<file path="src/rtl/icb_pkg.sv">
// Shared ICB widths and FSM state encoding for the block master.
package icb_pkg;

   localparam int ICB_ADDR_W = 32;
   localparam int ICB_DATA_W = 32;
   localparam int ICB_MASK_W = 4;

   typedef enum logic [1:0] {
      IDLE = 2'b00,
      RUN  = 2'b01,
      DONE = 2'b10
   } blk_state_e;

endpackage

</file>
<file path="src/rtl/icb_block_master_if.sv">
// Bundle of block-request, data-stream and ICB master signals around icb_block_master.
interface icb_block_master_if #(
   parameter int len_width = 16
);
   import icb_pkg::*;

   logic [ICB_ADDR_W-1:0] blk_req_addr;
   logic [len_width-1:0]  blk_req_len;
   logic                  blk_req_read;
   logic                  blk_req_valid;
   logic                  blk_req_ready;
   logic                  blk_done;
   logic                  blk_err;

   logic [ICB_DATA_W-1:0] s_wdata;
   logic                  s_wdata_valid;
   logic                  s_wdata_ready;
   logic [ICB_DATA_W-1:0] m_rdata;
   logic                  m_rdata_valid;
   logic                  m_rdata_ready;

   logic [ICB_ADDR_W-1:0] m_icb_cmd_addr;
   logic                  m_icb_cmd_read;
   logic [ICB_DATA_W-1:0] m_icb_cmd_wdata;
   logic [ICB_MASK_W-1:0] m_icb_cmd_wmask;
   logic                  m_icb_cmd_valid;
   logic                  m_icb_cmd_ready;
   logic [ICB_DATA_W-1:0] m_icb_rsp_rdata;
   logic                  m_icb_rsp_err;
   logic                  m_icb_rsp_valid;
   logic                  m_icb_rsp_ready;

   modport master (
      input  blk_req_addr, blk_req_len, blk_req_read, blk_req_valid,
      output blk_req_ready, blk_done, blk_err,
      input  s_wdata, s_wdata_valid,
      output s_wdata_ready,
      output m_rdata, m_rdata_valid,
      input  m_rdata_ready,
      output m_icb_cmd_addr, m_icb_cmd_read, m_icb_cmd_wdata, m_icb_cmd_wmask, m_icb_cmd_valid,
      input  m_icb_cmd_ready,
      input  m_icb_rsp_rdata, m_icb_rsp_err, m_icb_rsp_valid,
      output m_icb_rsp_ready
   );

   modport slave (
      output blk_req_addr, blk_req_len, blk_req_read, blk_req_valid,
      input  blk_req_ready, blk_done, blk_err,
      output s_wdata, s_wdata_valid,
      input  s_wdata_ready,
      input  m_rdata, m_rdata_valid,
      output m_rdata_ready,
      input  m_icb_cmd_addr, m_icb_cmd_read, m_icb_cmd_wdata, m_icb_cmd_wmask, m_icb_cmd_valid,
      output m_icb_cmd_ready,
      output m_icb_rsp_rdata, m_icb_rsp_err, m_icb_rsp_valid,
      input  m_icb_rsp_ready
   );

endinterface

</file>
<file path="src/rtl/icb_outstanding_cnt.sv">
// Up/down counter of commands accepted but not yet answered, with an "at limit" flag.
module icb_outstanding_cnt #(
   parameter int max_cnt = 4,
   localparam int CW = $clog2(max_cnt + 1)
) (
   input  logic i_clk,
   input  logic i_rst,
   input  logic i_inc,
   input  logic i_dec,
   output logic o_at_limit
);

   localparam logic [CW-1:0] LIMIT = CW'(max_cnt);
   localparam logic [CW-1:0] ONE   = CW'(1);
   localparam logic [CW-1:0] ZERO  = CW'(0);

   logic [CW-1:0] r_cnt;

   // Simultaneous inc/dec cancels, which covers slaves answering in the issue cycle.
   always_ff @(posedge i_clk) begin
      if (i_rst) begin
         r_cnt <= ZERO;
      end else if (i_inc && !i_dec) begin
         r_cnt <= r_cnt + ONE;
      end else if (i_dec && !i_inc && (r_cnt != ZERO)) begin
         r_cnt <= r_cnt - ONE;
      end else begin
         r_cnt <= r_cnt;
      end
   end

   assign o_at_limit = (r_cnt >= LIMIT);

endmodule

</file>
<file path="src/rtl/icb_block_master.sv">
// ICB master engine: turns one block request into a burst of aligned word commands and
// tracks responses until the whole block is answered.
module icb_block_master
   import icb_pkg::*;
#(
   parameter int max_outstanding = 4,
   parameter int len_width       = 16
) (
   input  logic                m_icb_aclk,
   input  logic                m_icb_areset,
   icb_block_master_if.master  icb
);

   localparam logic [len_width-1:0] LEN_ZERO = len_width'(0);
   localparam logic [len_width-1:0] LEN_ONE  = len_width'(1);

   blk_state_e            r_state;
   blk_state_e            w_state_nxt;
   logic [ICB_ADDR_W-1:0] r_addr;
   logic                  r_read;
   logic [len_width-1:0]  r_cmd_left;
   logic [len_width-1:0]  r_rsp_left;
   logic                  r_err;

   logic w_run;
   logic w_req_hs;
   logic w_cmd_valid;
   logic w_cmd_hs;
   logic w_rsp_ready;
   logic w_rsp_hs;
   logic w_at_limit;

   // Every output is forced quiet while reset is held, even before the state register clears.
   assign w_run       = (r_state == RUN) && !m_icb_areset;
   assign w_req_hs    = icb.blk_req_valid && icb.blk_req_ready;
   assign w_cmd_valid = w_run && (r_cmd_left != LEN_ZERO) && !w_at_limit
                        && (r_read || icb.s_wdata_valid);
   assign w_cmd_hs    = w_cmd_valid && icb.m_icb_cmd_ready;
   assign w_rsp_ready = w_run && (!r_read || icb.m_rdata_ready);
   assign w_rsp_hs    = w_rsp_ready && icb.m_icb_rsp_valid;

   icb_outstanding_cnt #(
      .max_cnt (max_outstanding)
   ) u_outst (
      .i_clk      (m_icb_aclk),
      .i_rst      (m_icb_areset),
      .i_inc      (w_cmd_hs),
      .i_dec      (w_rsp_hs),
      .o_at_limit (w_at_limit)
   );

   // State register.
   always_ff @(posedge m_icb_aclk) begin
      if (m_icb_areset) begin
         r_state <= IDLE;
      end else begin
         r_state <= w_state_nxt;
      end
   end

   // Next-state logic; an empty block skips straight to DONE.
   always_comb begin
      w_state_nxt = r_state;
      case (r_state)
         IDLE: begin
            if (w_req_hs) begin
               w_state_nxt = (icb.blk_req_len == LEN_ZERO) ? DONE : RUN;
            end else begin
               w_state_nxt = IDLE;
            end
         end
         RUN: begin
            if (w_rsp_hs && (r_rsp_left == LEN_ONE)) begin
               w_state_nxt = DONE;
            end else begin
               w_state_nxt = RUN;
            end
         end
         DONE:    w_state_nxt = IDLE;
         default: w_state_nxt = IDLE;
      endcase
   end

   // Block context: address walks by one word per command, counters and error per response.
   always_ff @(posedge m_icb_aclk) begin
      if (m_icb_areset) begin
         r_addr     <= 32'h0000_0000;
         r_read     <= 1'b0;
         r_cmd_left <= LEN_ZERO;
         r_rsp_left <= LEN_ZERO;
         r_err      <= 1'b0;
      end else if (w_req_hs) begin
         r_addr     <= icb.blk_req_addr & 32'hFFFF_FFFC;
         r_read     <= icb.blk_req_read;
         r_cmd_left <= icb.blk_req_len;
         r_rsp_left <= icb.blk_req_len;
         r_err      <= 1'b0;
      end else begin
         if (w_cmd_hs) begin
            r_addr     <= r_addr + 32'd4;
            r_cmd_left <= r_cmd_left - LEN_ONE;
         end
         if (w_rsp_hs) begin
            r_rsp_left <= r_rsp_left - LEN_ONE;
            r_err      <= r_err | icb.m_icb_rsp_err;
         end
      end
   end

   assign icb.blk_req_ready   = (r_state == IDLE) && !m_icb_areset;
   assign icb.blk_done        = (r_state == DONE) && !m_icb_areset;
   assign icb.blk_err         = icb.blk_done && r_err;

   assign icb.s_wdata_ready   = w_cmd_hs && !r_read;
   assign icb.m_rdata         = icb.m_icb_rsp_rdata;
   assign icb.m_rdata_valid   = w_run && r_read && icb.m_icb_rsp_valid;

   assign icb.m_icb_cmd_addr  = r_addr;
   assign icb.m_icb_cmd_read  = r_read;
   assign icb.m_icb_cmd_wdata = icb.s_wdata;
   assign icb.m_icb_cmd_wmask = r_read ? 4'h0 : 4'hF;
   assign icb.m_icb_cmd_valid = w_cmd_valid;
   assign icb.m_icb_rsp_ready = w_rsp_ready;

endmodule

</file>
<file path="src/flat_wrapper.sv">
// flat-port wrapper written by rule: the top's interface ports become plain ports
module icb_block_master_flat import icb_pkg::*;
#(
   parameter int max_outstanding = 4,
   parameter int len_width       = 16
)
  (m_icb_aclk, m_icb_areset, icb_blk_req_addr, icb_blk_req_len, icb_blk_req_read, icb_blk_req_valid, icb_blk_req_ready, icb_blk_done, icb_blk_err, icb_s_wdata, icb_s_wdata_valid, icb_s_wdata_ready, icb_m_rdata, icb_m_rdata_valid, icb_m_rdata_ready, icb_m_icb_cmd_addr, icb_m_icb_cmd_read, icb_m_icb_cmd_wdata, icb_m_icb_cmd_wmask, icb_m_icb_cmd_valid, icb_m_icb_cmd_ready, icb_m_icb_rsp_rdata, icb_m_icb_rsp_err, icb_m_icb_rsp_valid, icb_m_icb_rsp_ready);
  icb_block_master_if #(.len_width(len_width)) icb_i ();
  input  logic m_icb_aclk;
  input  logic m_icb_areset;
  input wire logic [$bits(icb_i.blk_req_addr)-1:0] icb_blk_req_addr;
  input wire logic [$bits(icb_i.blk_req_len)-1:0] icb_blk_req_len;
  input wire logic [$bits(icb_i.blk_req_read)-1:0] icb_blk_req_read;
  input wire logic [$bits(icb_i.blk_req_valid)-1:0] icb_blk_req_valid;
  output wire logic [$bits(icb_i.blk_req_ready)-1:0] icb_blk_req_ready;
  output wire logic [$bits(icb_i.blk_done)-1:0] icb_blk_done;
  output wire logic [$bits(icb_i.blk_err)-1:0] icb_blk_err;
  input wire logic [$bits(icb_i.s_wdata)-1:0] icb_s_wdata;
  input wire logic [$bits(icb_i.s_wdata_valid)-1:0] icb_s_wdata_valid;
  output wire logic [$bits(icb_i.s_wdata_ready)-1:0] icb_s_wdata_ready;
  output wire logic [$bits(icb_i.m_rdata)-1:0] icb_m_rdata;
  output wire logic [$bits(icb_i.m_rdata_valid)-1:0] icb_m_rdata_valid;
  input wire logic [$bits(icb_i.m_rdata_ready)-1:0] icb_m_rdata_ready;
  output wire logic [$bits(icb_i.m_icb_cmd_addr)-1:0] icb_m_icb_cmd_addr;
  output wire logic [$bits(icb_i.m_icb_cmd_read)-1:0] icb_m_icb_cmd_read;
  output wire logic [$bits(icb_i.m_icb_cmd_wdata)-1:0] icb_m_icb_cmd_wdata;
  output wire logic [$bits(icb_i.m_icb_cmd_wmask)-1:0] icb_m_icb_cmd_wmask;
  output wire logic [$bits(icb_i.m_icb_cmd_valid)-1:0] icb_m_icb_cmd_valid;
  input wire logic [$bits(icb_i.m_icb_cmd_ready)-1:0] icb_m_icb_cmd_ready;
  input wire logic [$bits(icb_i.m_icb_rsp_rdata)-1:0] icb_m_icb_rsp_rdata;
  input wire logic [$bits(icb_i.m_icb_rsp_err)-1:0] icb_m_icb_rsp_err;
  input wire logic [$bits(icb_i.m_icb_rsp_valid)-1:0] icb_m_icb_rsp_valid;
  output wire logic [$bits(icb_i.m_icb_rsp_ready)-1:0] icb_m_icb_rsp_ready;
  assign icb_i.blk_req_addr = icb_blk_req_addr;
  assign icb_i.blk_req_len = icb_blk_req_len;
  assign icb_i.blk_req_read = icb_blk_req_read;
  assign icb_i.blk_req_valid = icb_blk_req_valid;
  assign icb_blk_req_ready = icb_i.blk_req_ready;
  assign icb_blk_done = icb_i.blk_done;
  assign icb_blk_err = icb_i.blk_err;
  assign icb_i.s_wdata = icb_s_wdata;
  assign icb_i.s_wdata_valid = icb_s_wdata_valid;
  assign icb_s_wdata_ready = icb_i.s_wdata_ready;
  assign icb_m_rdata = icb_i.m_rdata;
  assign icb_m_rdata_valid = icb_i.m_rdata_valid;
  assign icb_i.m_rdata_ready = icb_m_rdata_ready;
  assign icb_m_icb_cmd_addr = icb_i.m_icb_cmd_addr;
  assign icb_m_icb_cmd_read = icb_i.m_icb_cmd_read;
  assign icb_m_icb_cmd_wdata = icb_i.m_icb_cmd_wdata;
  assign icb_m_icb_cmd_wmask = icb_i.m_icb_cmd_wmask;
  assign icb_m_icb_cmd_valid = icb_i.m_icb_cmd_valid;
  assign icb_i.m_icb_cmd_ready = icb_m_icb_cmd_ready;
  assign icb_i.m_icb_rsp_rdata = icb_m_icb_rsp_rdata;
  assign icb_i.m_icb_rsp_err = icb_m_icb_rsp_err;
  assign icb_i.m_icb_rsp_valid = icb_m_icb_rsp_valid;
  assign icb_m_icb_rsp_ready = icb_i.m_icb_rsp_ready;
  icb_block_master #(.max_outstanding(max_outstanding), .len_width(len_width)) u_core (.m_icb_aclk(m_icb_aclk), .m_icb_areset(m_icb_areset), .icb(icb_i));
endmodule
</file>
<file path="config.mk">
export PLATFORM = sky130hd
export DESIGN_NAME = icb_block_master_flat
export DESIGN_NICKNAME = d
export VERILOG_FILES = /design/src/rtl/icb_pkg.sv /design/src/rtl/icb_block_master_if.sv /design/src/rtl/icb_outstanding_cnt.sv /design/src/rtl/icb_block_master.sv /design/src/flat_wrapper.sv
export SDC_FILE = /design/constraint.sdc
export NUM_CORES = 1
export LEC_CHECK = 0
export CAP_MARGIN = 20
export CORE_UTILIZATION = 45
export CTS_BUF_LIST = sky130_fd_sc_hd__clkbuf_8
export CTS_CLUSTER_SIZE = 28
export DETAILED_ROUTE_END_ITERATION = 8
export PLACE_DENSITY = 0.89
export SLEW_MARGIN = 10
export SYNTH_ARGS = -nofsm -noshare
export SYNTH_HDL_FRONTEND = slang
export SYNTH_SLANG_ARGS = --single-unit
</file>
<file path="constraint.sdc">
create_clock -name m_icb_aclk -period 6.93 [get_ports m_icb_aclk]
set_input_delay 2.079 -clock m_icb_aclk [delete_from_list [all_inputs] [get_ports m_icb_aclk]]
set_output_delay 2.079 -clock m_icb_aclk [all_outputs]
set_load 0.03 [all_outputs]
</file>
After elaboration in Yosys (flattened, before gate mapping)
Cells that the tools add are included.
Widths: inputs -> output; s select.
{ "word_totals": {"out_inout_bits": 108, "word_cells": 64, "inputBits": 121, "ff_bits": 71} }
{ "op_classes": {"bitwise": 1, "order_cmp": 1, "n_addsub": 5, "eq_ne": 3, "reduce_logical": 33, "n_mux": 13} }
{ "ops": {"columns": ["operator", "count"], "rows": [
  ["$mux 16", 4],
  ["$mux 32", 2],
  ["$add 32x3->32 const B", 1],
  ["$sub 16x1->16 const B", 2],
  ["$logic_and 1x1->1", 18],
  ["$eq 16x1->1 const B", 1],
  ["$logic_not 16->1", 1],
  ["$reduce_bool 16->1", 1],
  ["$mux 2", 3],
  ["$mux 3", 2],
  ["$reduce_bool 2->1", 3],
  ["$logic_not 1->1", 5],
  ["$mux 4", 1],
  ["$pmux 2 s2", 1],
  ["$add 3x1->3 const B", 1],
  ["$ge 3x3->1 const B", 1],
  ["$reduce_bool 3->1", 1],
  ["$sub 3x1->3 const B", 1],
  ["$eq 2x1->1 const B", 1],
  ["$eq 2x2->1 const B", 1],
  ["$logic_not 2->1", 1],
  ["$logic_or 1x1->1", 2],
  ["$reduce_or 2->1", 1],
  ["$or 1x1->1", 1]
]} }

Logic depth before layout (Yosys ltp)
Gate-level depths: netlist of run 1.
{ "logic_depth": {"ltp_word": 11, "ltp_mapped": 10} }

Cells and area by module
A second synthesis of run 1 with hierarchy kept.
{ "unflattened": {"hier_cells": 546, "hier_area_um2": 4424.2} }
{ "modules_own_cells": {"columns": ["mod", "cells_per_inst", "n_inst", "area_each_um2", "seq_area_each_um2"], "rows": [
  ["icb_block_master", 522, 1, 4222.8, 1321.3],
  ["icb_outstanding_cnt", 24, 1, 201.4, 60.1]
]} }

Worst setup path before layout of run 1
Ideal clock, no wire load.
{ "synth_path": {"path_kind": "in2out", "from": "input port m_icb_areset", "to": "output port icb_s_wdata_ready", "t_required_ns": 4.851, "path_stages": 6, "arrival_ns": 3.809, "slack_ns": 1.042, "path_cell_list": "buf_2 or3b_1 nor4b_4 nand2_2 clkbuf_1 nor2_1"} }
{ "synth_via": {"elab_chain_len": 7} }
{ "synth_lines": {"columns": ["element", "line", "rtl"], "rows": [
  ["start: declaration", "flat_wrapper.sv:10", "input logic m_icb_areset;"],
  ["$logic_not 1->1", "icb_block_master.sv:34", "assign w_run = (r_state == RUN) && !m_icb_areset;"],
  ["$logic_and 1x1->1", "icb_block_master.sv:34", null],
  ["$logic_and 1x1->1 (2 in a row)", "icb_block_master.sv:36", "assign w_cmd_valid = w_run && (r_cmd_left != LEN_ZERO) && !w_at_limit"],
  ["$logic_and 1x1->1", "icb_block_master.sv:37", "&& (r_read || icb.s_wdata_valid);"],
  ["$logic_and 1x1->1", "icb_block_master.sv:38", "assign w_cmd_hs = w_cmd_valid && icb.m_icb_cmd_ready;"],
  ["$logic_and 1x1->1", "icb_block_master.sv:114", "assign icb.s_wdata_ready = w_cmd_hs && !r_read;"],
  ["end: declaration", "flat_wrapper.sv:20", "output wire logic [$bits(icb_i.s_wdata_ready)-1:0] icb_s_wdata_ready;"]
]} }
No other way between the ends.

Worst setup path after layout of run 1
{ "layout_path": {"from": "input port icb_s_wdata_valid", "to": "output port icb_s_wdata_ready"} }
{ "layout_via": {"elab_chain_len": 4} }
{ "layout_lines": {"columns": ["element", "line", "rtl"], "rows": [
  ["start: declaration", "flat_wrapper.sv:19", "input wire logic [$bits(icb_i.s_wdata_valid)-1:0] icb_s_wdata_valid;"],
  ["$logic_or 1x1->1", "icb_block_master.sv:37", null],
  ["$logic_and 1x1->1", "icb_block_master.sv:37", null],
  ["$logic_and 1x1->1", "icb_block_master.sv:38", null],
  ["$logic_and 1x1->1", "icb_block_master.sv:114", null]
]} }
No other way between the ends.

==> out/qor.yml, run 1 <==
clk_latency_ns: 0.36
gp_congestion: 0.906
diodes: 0
cts.sinks: 69
areaGrowthSynthToFinish_pct: 17.7
grt_pass1_wl_um: 20900
ant_nets: 0
pin_count: 229
worstPathRequired_ns: 4.85
cts_tree: "built"
antenna_found_initial: 0
fin_area_um2: 5260
fp-row-count: 36
grt_overflow: 0
finalSetupViolations: 0
cts_buffer_depth: 2
start_kind: "primary input"
cp_slowest_cell: "clkdlybuf4s50_1"
nFillCells: 863
max_stage_delay_ns: 0.46
p_leak_nw: 1.76
drtIter0Drc: 386
synth-edff-count: 0
cts_made_buffers: 9
routedWlPerCell_um: 18.2
root_buffer: "clkbuf_8"
grt_pass1_vias: 4400
fin_total_pwr_w: 0.00108
mostFrequentLayoutCells: "94 x clkdlybuf4s50_1, 69 x dfxtp_1, 58 x nand2_1"
fin_nets: 715
tns_ns: 0
grt_usage_pct: 25.7
synth_area_per_cell_um2: 7.83
ys.flop_type: "dfxtp_1"
syn_area_um2: 4470
synth_warnings: 0
cts_hold_buf: 0
relSlewSlack_pct: 39.4
cp.arrival_ns: 3.80
place_area_um2: 5020
worstMarginPinSlew_ns: 0.909
hold_viol: 0
dr.pass1.iters: 5
post-route-period-util_pct: 84.9
maxSlewViolCount: 0
hpwlAfterDp_um: 9350
gr-max-usage-layer: "met2"
drc: 0
yosysSeqAreaShare_pct: 30.9
htreeDepth: 3
final_util_pct: 54.3
clock_skew_ns: 0.0141
max_freq_ghz: 0.170
start_util_pct: 46.1
layout_commonest_cell: "clkdlybuf4s50_1"
routed_wl_um: 13200
period_needed_ns: 5.88
die_w_um: 102
rsz0062_at_grt: "no"
synth_cell_type_count: 59
vias: 4625
worstPathCellList: "clkdlybuf4s50_1 > nor2_1 > nor4b_4 > buf_4 > nand2_2 > nor2_1 > buf_4"
syn_inst: 571
port_buffers: 96
timing.hold.ws_ns: 0.492
grt_max_degree: 65
cts_resized: 0
endpoint_kind: "primary output"
dieHeight_um: 102
outcome: "complete, no violations"
die_area_um2: 10300
drv_cap: 0
met3_usage_pct: 5.80
crit_fanout: 18
use_met1_pct: 30.3
async_flop_share_pct: 0
post_cts_buffers: 0
viasPerCell: 6.36
critPathKind: "in2out"
drive_gt1_share_pct: 7.07
ys_seq_elements: 69
clk_pin_slew_ns: 0.08
hp-class: "reg2reg"
grt_util_met2_pct: 41.1
core_um2: 9680
vdd_ir_drop_max_v: 0.0000954
p_per_area_nw_per_um2: 206
[report_power, final]
| part | internal (W) | switching (W) | total, W |
|---|---|---|---|
| Sequential | 0.000424 | 0.0000327 | 0.000457 |
| Combinational | 0.000103 | 0.000140 | 0.000244 |
| Clock | 0.000222 | 0.000161 | 0.000383 |
[registers in the layout (all words and copies together) (netlist names)]
register and flops:
u_core.icb.m_icb_cmd_addr 30, u_core.r_state 2, u_core.icb.m_icb_cmd_read 1, u_core.r_cmd_left 16, u_core.r_rsp_left 16, u_core.u_outst.r_cnt 3
u_core.r_err 1
[cells in the mapped netlist, drive strengths merged, types with 4 or more instances]
cell type | instances | share of area [%]
o21ai | 19 | 2.1
o21a | 9 | 1.5
a211oi | 5 | 0.84
nor4 | 13 | 1.8
o211ai | 12 | 2.0
a311oi | 8 | 1.6
dfxtp | 69 | 31
o31a | 6 | 1.2
nor3b | 6 | 1.0
mux2i | 5 | 1.1
nor3 | 16 | 1.8
xor2 | 6 | 1.2
and3 | 7 | 0.98
a21oi | 34 | 3.9
buf | 75 | 12
or3 | 13 | 1.8
a31oi | 18 | 2.5
o31ai | 5 | 0.84
o311ai | 9 | 1.8
nand4 | 20 | 2.8
or4 | 12 | 2.0
inv | 15 | 1.3
clkbuf | 22 | 1.8
nand3 | 22 | 2.5
nand2 | 60 | 5.1
and4 | 5 | 0.98
nor2 | 38 | 3.2
ha | 4 | 1.1
[worst max-delay path: cells and delay by family]
kind,cells,cell delay [ns]
buffers and inverters,3,0.92
and+or+nand+nor,4,0.78
[logic make-up after synthesis]
kind of cell | share of synthesized area (%)
compound gates | 22.1
xor+xnor | 1.37
fa+ha+maj | 1.57
buf+inv | 15.3
flops | 30.9
mux | 1.62
other cells | 0.0839
simple gates | 27.0
[per-layer routing]
metal / vias to the layer above / wire, µm / share of wire (%)
met5: - / 0 / 0
met4: 0 / 699 / 5.3
met3: 85 / 1080 / 8.2
met2: 266 / 6210 / 47
met1: 2177 / 5220 / 40
li1: 2097 / - / -
[cell type report]
cell class | count | area, µm² | share of cell area (%)
inverter | 15 | 56.3 | 1.07
clock buffer | 11 | 151 | 2.88
timing repair buffer | 103 | 1010 | 19.1
tap | 133 | 166 | 3.16
multi-input combinational | 391 | 2410 | 45.9
sequential | 69 | 1380 | 26.3
clock inverter | 5 | 82.6 | 1.57
[through the flow]
step / worst slack (ns) / cells
4_1_cts: 1.05 / 727
2_1_floorplan: 1.04 / 572
6_report: 1.05 / 727
3_5_place_dp: 1.06 / 711
5_1_grt: 0.977 / 727
3_3_place_gp: 1.07 / 711
[worst paths after layout]
check                                             start                                    endpoint  slack (ns)  depth (start not counted)
max                                   icb_s_wdata_valid                           icb_s_wdata_ready        1.05                          7
min          u_core.icb.m_icb_cmd_addr[31]$_SDFFE_PP0P_  u_core.icb.m_icb_cmd_addr[31]$_SDFFE_PP0P_        0.49                          2
max reg2reg          u_core.r_cmd_left[10]$_SDFFE_PP0P_   u_core.icb.m_icb_cmd_addr[8]$_SDFFE_PP0P_        3.68                          5
min reg2reg  u_core.icb.m_icb_cmd_addr[31]$_SDFFE_PP0P_  u_core.icb.m_icb_cmd_addr[31]$_SDFFE_PP0P_        0.49                          2
No activity file was read; power rests on OpenSTA's default activity.
==> inputs of run 2 (changes only) <==
--- a/config.mk
+++ b/config.mk
@@ -6,11 +6,11 @@
 export NUM_CORES = 1
 export LEC_CHECK = 0
 export CAP_MARGIN = 20
-export CORE_UTILIZATION = 45
+export CORE_UTILIZATION = 42
 export CTS_BUF_LIST = sky130_fd_sc_hd__clkbuf_8
 export CTS_CLUSTER_SIZE = 28
 export DETAILED_ROUTE_END_ITERATION = 8
-export PLACE_DENSITY = 0.89
+export PLACE_DENSITY = 0.84
 export SLEW_MARGIN = 10
 export SYNTH_ARGS = -nofsm -noshare
 export SYNTH_HDL_FRONTEND = slang
==> constraint.sdc (replaced) <==
create_clock -name m_icb_aclk -period 6 [get_ports m_icb_aclk]
set_input_delay 1.8 -clock m_icb_aclk [delete_from_list [all_inputs] [get_ports m_icb_aclk]]
set_output_delay 1.8 -clock m_icb_aclk [all_outputs]
set_load 0.03 [all_outputs]
==> out/qor.yml, run 2 (same netlist as run 1, synthesis figures left out) <==
outcome: "complete, no violations"
viasPerCell: 6.18
drtIter0Drc: 362
p_per_area_nw_per_um2: 236
post-route-period-util_pct: 88.5
core_um2: 10300
maxSlewViolCount: 0
vias: 4521
dr.pass1.iters: 4
clk_pin_slew_ns: 0.07
grt_overflow: 0
finalSetupViolations: 0
ant_nets: 0
max_freq_ghz: 0.188
mostFrequentLayoutCells: "94 x clkdlybuf4s50_1, 69 x dfxtp_1, 58 x nand2_1"
switching_share_pct: 31.0
p_int_w: 0.000855
hp-class: "reg2reg"
p_sw_w: 0.000385
cts.sinks: 69
routedWlPerCell_um: 17.6
period_needed_ns: 5.31
setup_ws_ns: 0.689
cts_buffer_depth: 2
timing.hold.ws_ns: 0.499
root_buffer: "clkbuf_8"
grt_pass1_vias: 4243
fp-row-count: 37
r2r_slack_ns: 3.06
relSlewSlack_pct: 38.2
grt_pass1_wl_um: 20800
whs_path_depth: 2
drive_gt1_share_pct: 7.23
hpwlAfterDp_um: 9030
worstMarginPinSlew_ns: 0.928
rsz0062_at_grt: "no"
dieHeight_um: 105
max_stage_delay_ns: 0.66
tns_ns: 0
start_util_pct: 43.3
rr_worst_depth: 7
pwr-share-clk_pct: 34.9
grt_usage_pct: 23.2
combPwrFrac_pct: 22.7
crit_fanout: 17
layout_commonest_cell: "clkdlybuf4s50_1"
hold_viol: 0
grt_max_degree: 50
worstPathRequired_ns: 4.20
vdd_ir_drop_max_v: 0.000113
pin_count: 229
cts_resized: 0
post_cts_buffers: 0
antenna_found_initial: 0
clk_latency_ns: 0.35
die_w_um: 105
seqPwrFrac_pct: 42.4
cts_hold_buf: 0
fin_nets: 716
die_area_um2: 11100
cts_made_buffers: 9
gp_congestion: 0.849
diodes: 0
clock_skew_ns: 0.0104
port_buffers: 96
preCtsSetupSlack_ns: 0.726
cts_tree: "built"
cp.arrival_ns: 3.51
drv_cap: 0
start_kind: "primary input"
cp_slowest_cell: "clkdlybuf4s50_1"
largest_reg_flops: 30
hold_end: "u_core.r_cmd_left[1]$_SDFFE_PP0P_"
min_from: "u_core.r_cmd_left[1]$_SDFFE_PP0P_"
htreeDepth: 3
timing.rr.start: "u_core.r_state[0]$_SDFF_PP0_"
drc: 0
routed_wl_um: 12800
endpoint_kind: "primary output"
critPathKind: "in2out"
areaGrowthSynthToFinish_pct: 17.7
p_leak_nw: 1.76
regToRegEndpoint: "u_core.u_outst.r_cnt[2]$_SDFFE_PP0P_"
worstPathCellList: "buf_2 > nor3b_1 > and3_1 > clkdlybuf4s50_1"
## run 2: cell count changes in the layout (fill, tap and decap cells not counted)
cell,delta
clkinvlp_4,-2
clkinv_4,+1
clkbuf_8,-1
buf_4,+1
clkinv_2,+2
## run 2: through the flow
stage / util [%] / total power (W) / std cells / instance area [µm²]
global route: 51.0 / 0.00129 / 731 / 5260
floorplan: - / 0.000778 / 572 / 4470
global placement: 48.8 / 0.000804 / 715 / 5040
finish: 51.0 / 0.00124 / 731 / 5260
detailed placement: 48.8 / 0.000814 / 715 / 5040
CTS: 51.0 / 0.00124 / 731 / 5260
## run 2: worst max-delay path by stage
| stage | cells past startpoint | endpoint | startpoint | slack, ns |
|---|---|---|---|---|
| 2_1_floorplan | 6 | icb_s_wdata_ready | m_icb_areset | 0.67 |
| 3_3_place_gp | 4 | icb_m_rdata_valid | m_icb_areset | 0.75 |
| 3_5_place_dp | 4 | icb_m_rdata_valid | m_icb_areset | 0.73 |
| 4_1_cts | 4 | icb_m_rdata_valid | m_icb_areset | 0.71 |
| 5_1_grt | 4 | icb_m_rdata_valid | m_icb_areset | 0.62 |
| 6_report | 4 | icb_m_rdata_valid | m_icb_areset | 0.69 |
## run 2: layout make-up
type,instances,area (µm²)
clock buffers,10,138
multi-input cells,391,2410
well taps,136,170
repair buffers,104,1010
fillers,966,5060
inverters,15,56.3
flip-flops and latches,69,1380
clock inverters,6,86.3
## run 2: routing by layer
| layer | wire length (µm) | GRT usage (%) | vias up |
|---|---|---|---|
| li1 | - | - | 2100 |
| met1 | 5260 | 28.5 | 2129 |
| met2 | 6170 | 37.9 | 244 |
| met3 | 1020 | 5.74 | 48 |
| met4 | 386 | 11.2 | 0 |
| met5 | 0 | 0 | - |
## run 2: worst max-delay path, delay by kind of cell
family	cells	cell delay (ns)
buffers and inverters	2	0.87
AND/OR/NAND/NOR	2	0.84
## run 2: power by group through the flow
| stage | Clock [W] | Sequential, W | Combinational, W |
|---|---|---|---|
| after floorplan | 0 | 0.000555 | 0.000224 |
| after global placement | 0 | 0.000533 | 0.000271 |
| after detailed placement | 0 | 0.000535 | 0.000279 |
| after CTS | 0.000436 | 0.000525 | 0.000280 |
| after global routing | 0.000453 | 0.000532 | 0.000305 |
| final | 0.000432 | 0.000526 | 0.000282 |
==> inputs of run 3 (changes only) <==
--- a/config.mk
+++ b/config.mk
@@ -15,3 +15,4 @@
 export SYNTH_ARGS = -nofsm -noshare
 export SYNTH_HDL_FRONTEND = slang
 export SYNTH_SLANG_ARGS = --single-unit
+export TNS_END_PERCENT = 5
==> results of run 3 <==
Final layout, timing and power as in run 2 (identical DEF).
==> RTL edit, RTL diff (settings of run 3) <==
Reset style: asynchronous (`i_rst` and `m_icb_areset`), changed in 3 clocked blocks.
--- a/src/rtl/icb_outstanding_cnt.sv
+++ b/src/rtl/icb_outstanding_cnt.sv
@@ -17,7 +17,7 @@
    logic [CW-1:0] r_cnt;
 
    // Simultaneous inc/dec cancels, which covers slaves answering in the issue cycle.
-   always_ff @(posedge i_clk) begin
+   always_ff @(posedge i_clk or posedge i_rst) begin
       if (i_rst) begin
          r_cnt <= ZERO;
       end else if (i_inc && !i_dec) begin
--- a/src/rtl/icb_block_master.sv
+++ b/src/rtl/icb_block_master.sv
@@ -50,7 +50,7 @@
    );
 
    // State register.
-   always_ff @(posedge m_icb_aclk) begin
+   always_ff @(posedge m_icb_aclk or posedge m_icb_areset) begin
       if (m_icb_areset) begin
          r_state <= IDLE;
       end else begin
@@ -82,7 +82,7 @@
    end
 
    // Block context: address walks by one word per command, counters and error per response.
-   always_ff @(posedge m_icb_aclk) begin
+   always_ff @(posedge m_icb_aclk or posedge m_icb_areset) begin
       if (m_icb_areset) begin
          r_addr     <= 32'h0000_0000;
          r_read     <= 1'b0;
Function: differs if m_icb_areset is asserted again (counterexample within 4 cycles, from zero or initial values and one cycle with m_icb_areset high); with m_icb_areset held inactive, the same outputs for 4 cycles.
==> RTL edit against run 3 <==
  * Wire length decreased by 1.7%
  * Cell area grew 2.0%
  * Setup slack worse by 0.14 ns
  * Sequential cell count stayed put
  * Synthesized area increased by 3.0%
  * Final cell count down 5.9%
  * Fmax shrank 2.6%
  * Hold slack improved by 0.0029 ns
  * Synthesized cell count fell by 8.4%
  * Die area is 2.9% higher
  * Critical path type unchanged
  * Critical endpoint is now icb_m_icb_cmd_valid
  * Highest routed layer unchanged
Power is not compared: it rests on default switching activity, and its combinational part moved more than twofold at a synthesized area within 25%.
==> RTL edit: results (changes against run 3) <==
.. list-table::
   :header-rows: 1

   * - Metric
     - Value
   * - Run status
     - completed
   * - Number of global-route vias before repair
     - 4042 (-4.7%)
   * - List of most frequent post-synthesis cells
     - 71 x buf_4, 69 x dfrtp_1, 57 x nand2_1
   * - DRC marker count from the first detailed-route iteration
     - 496 (+37%)
   * - Synthesized-area fraction occupied by ao, oa, aoi and oai cells
     - 0.1572 (-0.06401)
   * - Library cells used by synthesis
     - 61 (+3.4%)
   * - Xor/xnor cell area share of the yosys netlist
     - 0.04758 (+0.03386)
   * - Router iterations before antenna repair
     - 5 (+1)
   * - Detailed-route via count
     - 4141 (-8.4%)
   * - Met3 capacity usage during global routing
     - 0.05836 (+0.0009663)
   * - Routed length on met1
     - 5.451 mm (+3.6%)
   * - Count of nets after finishing
     - 674 (-5.9%)
   * - Top area cells in the synthesized netlist
     - dfrtp_1 38%, buf_4 12%, nand2_1 4.6%
   * - Sequential area share after synthesis
     - 0.3752 (+0.06613)
   * - Post-Route Skew
     - 0.008169 ns (-0.002219 ns)
   * - Maximum single-stage delay on the critical path
     - 0.68 ns (+0.02 ns)
   * - Critical path fanouts, max
     - 7 (-10)
   * - Actual transition at the worst max-transition pin
     - 0.8830 ns (-0.04452 ns)
   * - Maximum number of pins on one net before global-route repair
     - 53 (+6.0%)
   * - Mux share of post-synthesis cell area
     - 0.004350 (-0.01189)
   * - Detailed Route WL
     - 12.61 mm (-1.7%)
   * - Final HPWL from detailed placement
     - 9.105 mm (+0.77%)
   * - Worst slack after detailed placement
     - 0.5550 ns (-0.1708 ns)
   * - Final weighted congestion in routability-driven placement
     - 0.8405 (-1.0%)
   * - Data arrival time of the critical path
     - 3.65 ns (+0.14 ns)
   * - Global-route wire length before repair
     - 20.62 mm (-0.66%)
   * - Global routing met1 resource utilization
     - 0.3121 (+0.02659)
   * - Async set-or-reset flop fraction in the synthesized netlist
     - 1.000 (+1.000)
   * - Routed met3 length
     - 1.020 mm (+0.49%)
   * - Routed vias/inst
     - 6.019 (-2.7%)
==> RTL edit: cell types whose count changed after synthesis, moves of 6 or more <==
cell and delta:
o21a_1 -9, nor4_1 +11, xnor2_1 +21, dfxtp_1 -69, dfrtp_1 +69, nand4_1 -11, a31oi_1 -16, o211ai_1 +12
clkbuf_1 -9, o21ai_0 +10, a311oi_1 -8, or3_1 -7, a221o_1 +6, a21oi_1 -16
==> RTL edit: worst max-delay path: cells and delay by family <==
family | cells | cell delay [ns]
buf+inv | 2 | 1.20
simple gates | 2 | 0.65
==> RTL edit: final cells by class <==
type / instances / area, um^2
fillers: 998 / 5096
multi-input cells: 355 / 2231
flip-flops and latches: 69 / 1727
repair buffers: 103 / 1023
well taps: 136 / 170.2
clock buffers: 12 / 165.2
inverters: 10 / 37.54
clock inverters: 3 / 12.51
==> RTL edit: final timing paths <==
check,startpoint,to,slack (ns),cells past startpoint
max in group asynchronous,m_icb_areset,u_core.r_cmd_left[13],3.26,4
hold reg to reg,u_core.r_err,u_core.r_err,0.50,1
min in group asynchronous,m_icb_areset,u_core.icb.m_icb_cmd_read,1.87,2
hold / removal,u_core.r_err,u_core.r_err,0.50,1
setup reg to reg,u_core.r_cmd_left[0],u_core.u_outst.r_cnt[1],3.00,10
setup / recovery,m_icb_areset,icb_m_icb_cmd_valid,0.55,4
==> RTL edit: kinds of logic after synthesis <==
kind of cell               after synthesis
and+or+nand+nor                        214
AOI/OAI and AO/OA                      107
buffers and inverters                  100
DFF                                     69
xor gates and xnor gates                25
adders and majority gates                5
muxes                                    2
other                                    1
==> RTL edit: where the power goes <==
part           switching (mW)  internal (mW)  total [mW]
logic                   0.622          0.497        1.12
clock network           0.173          0.178       0.351
registers               0.267          0.666       0.933
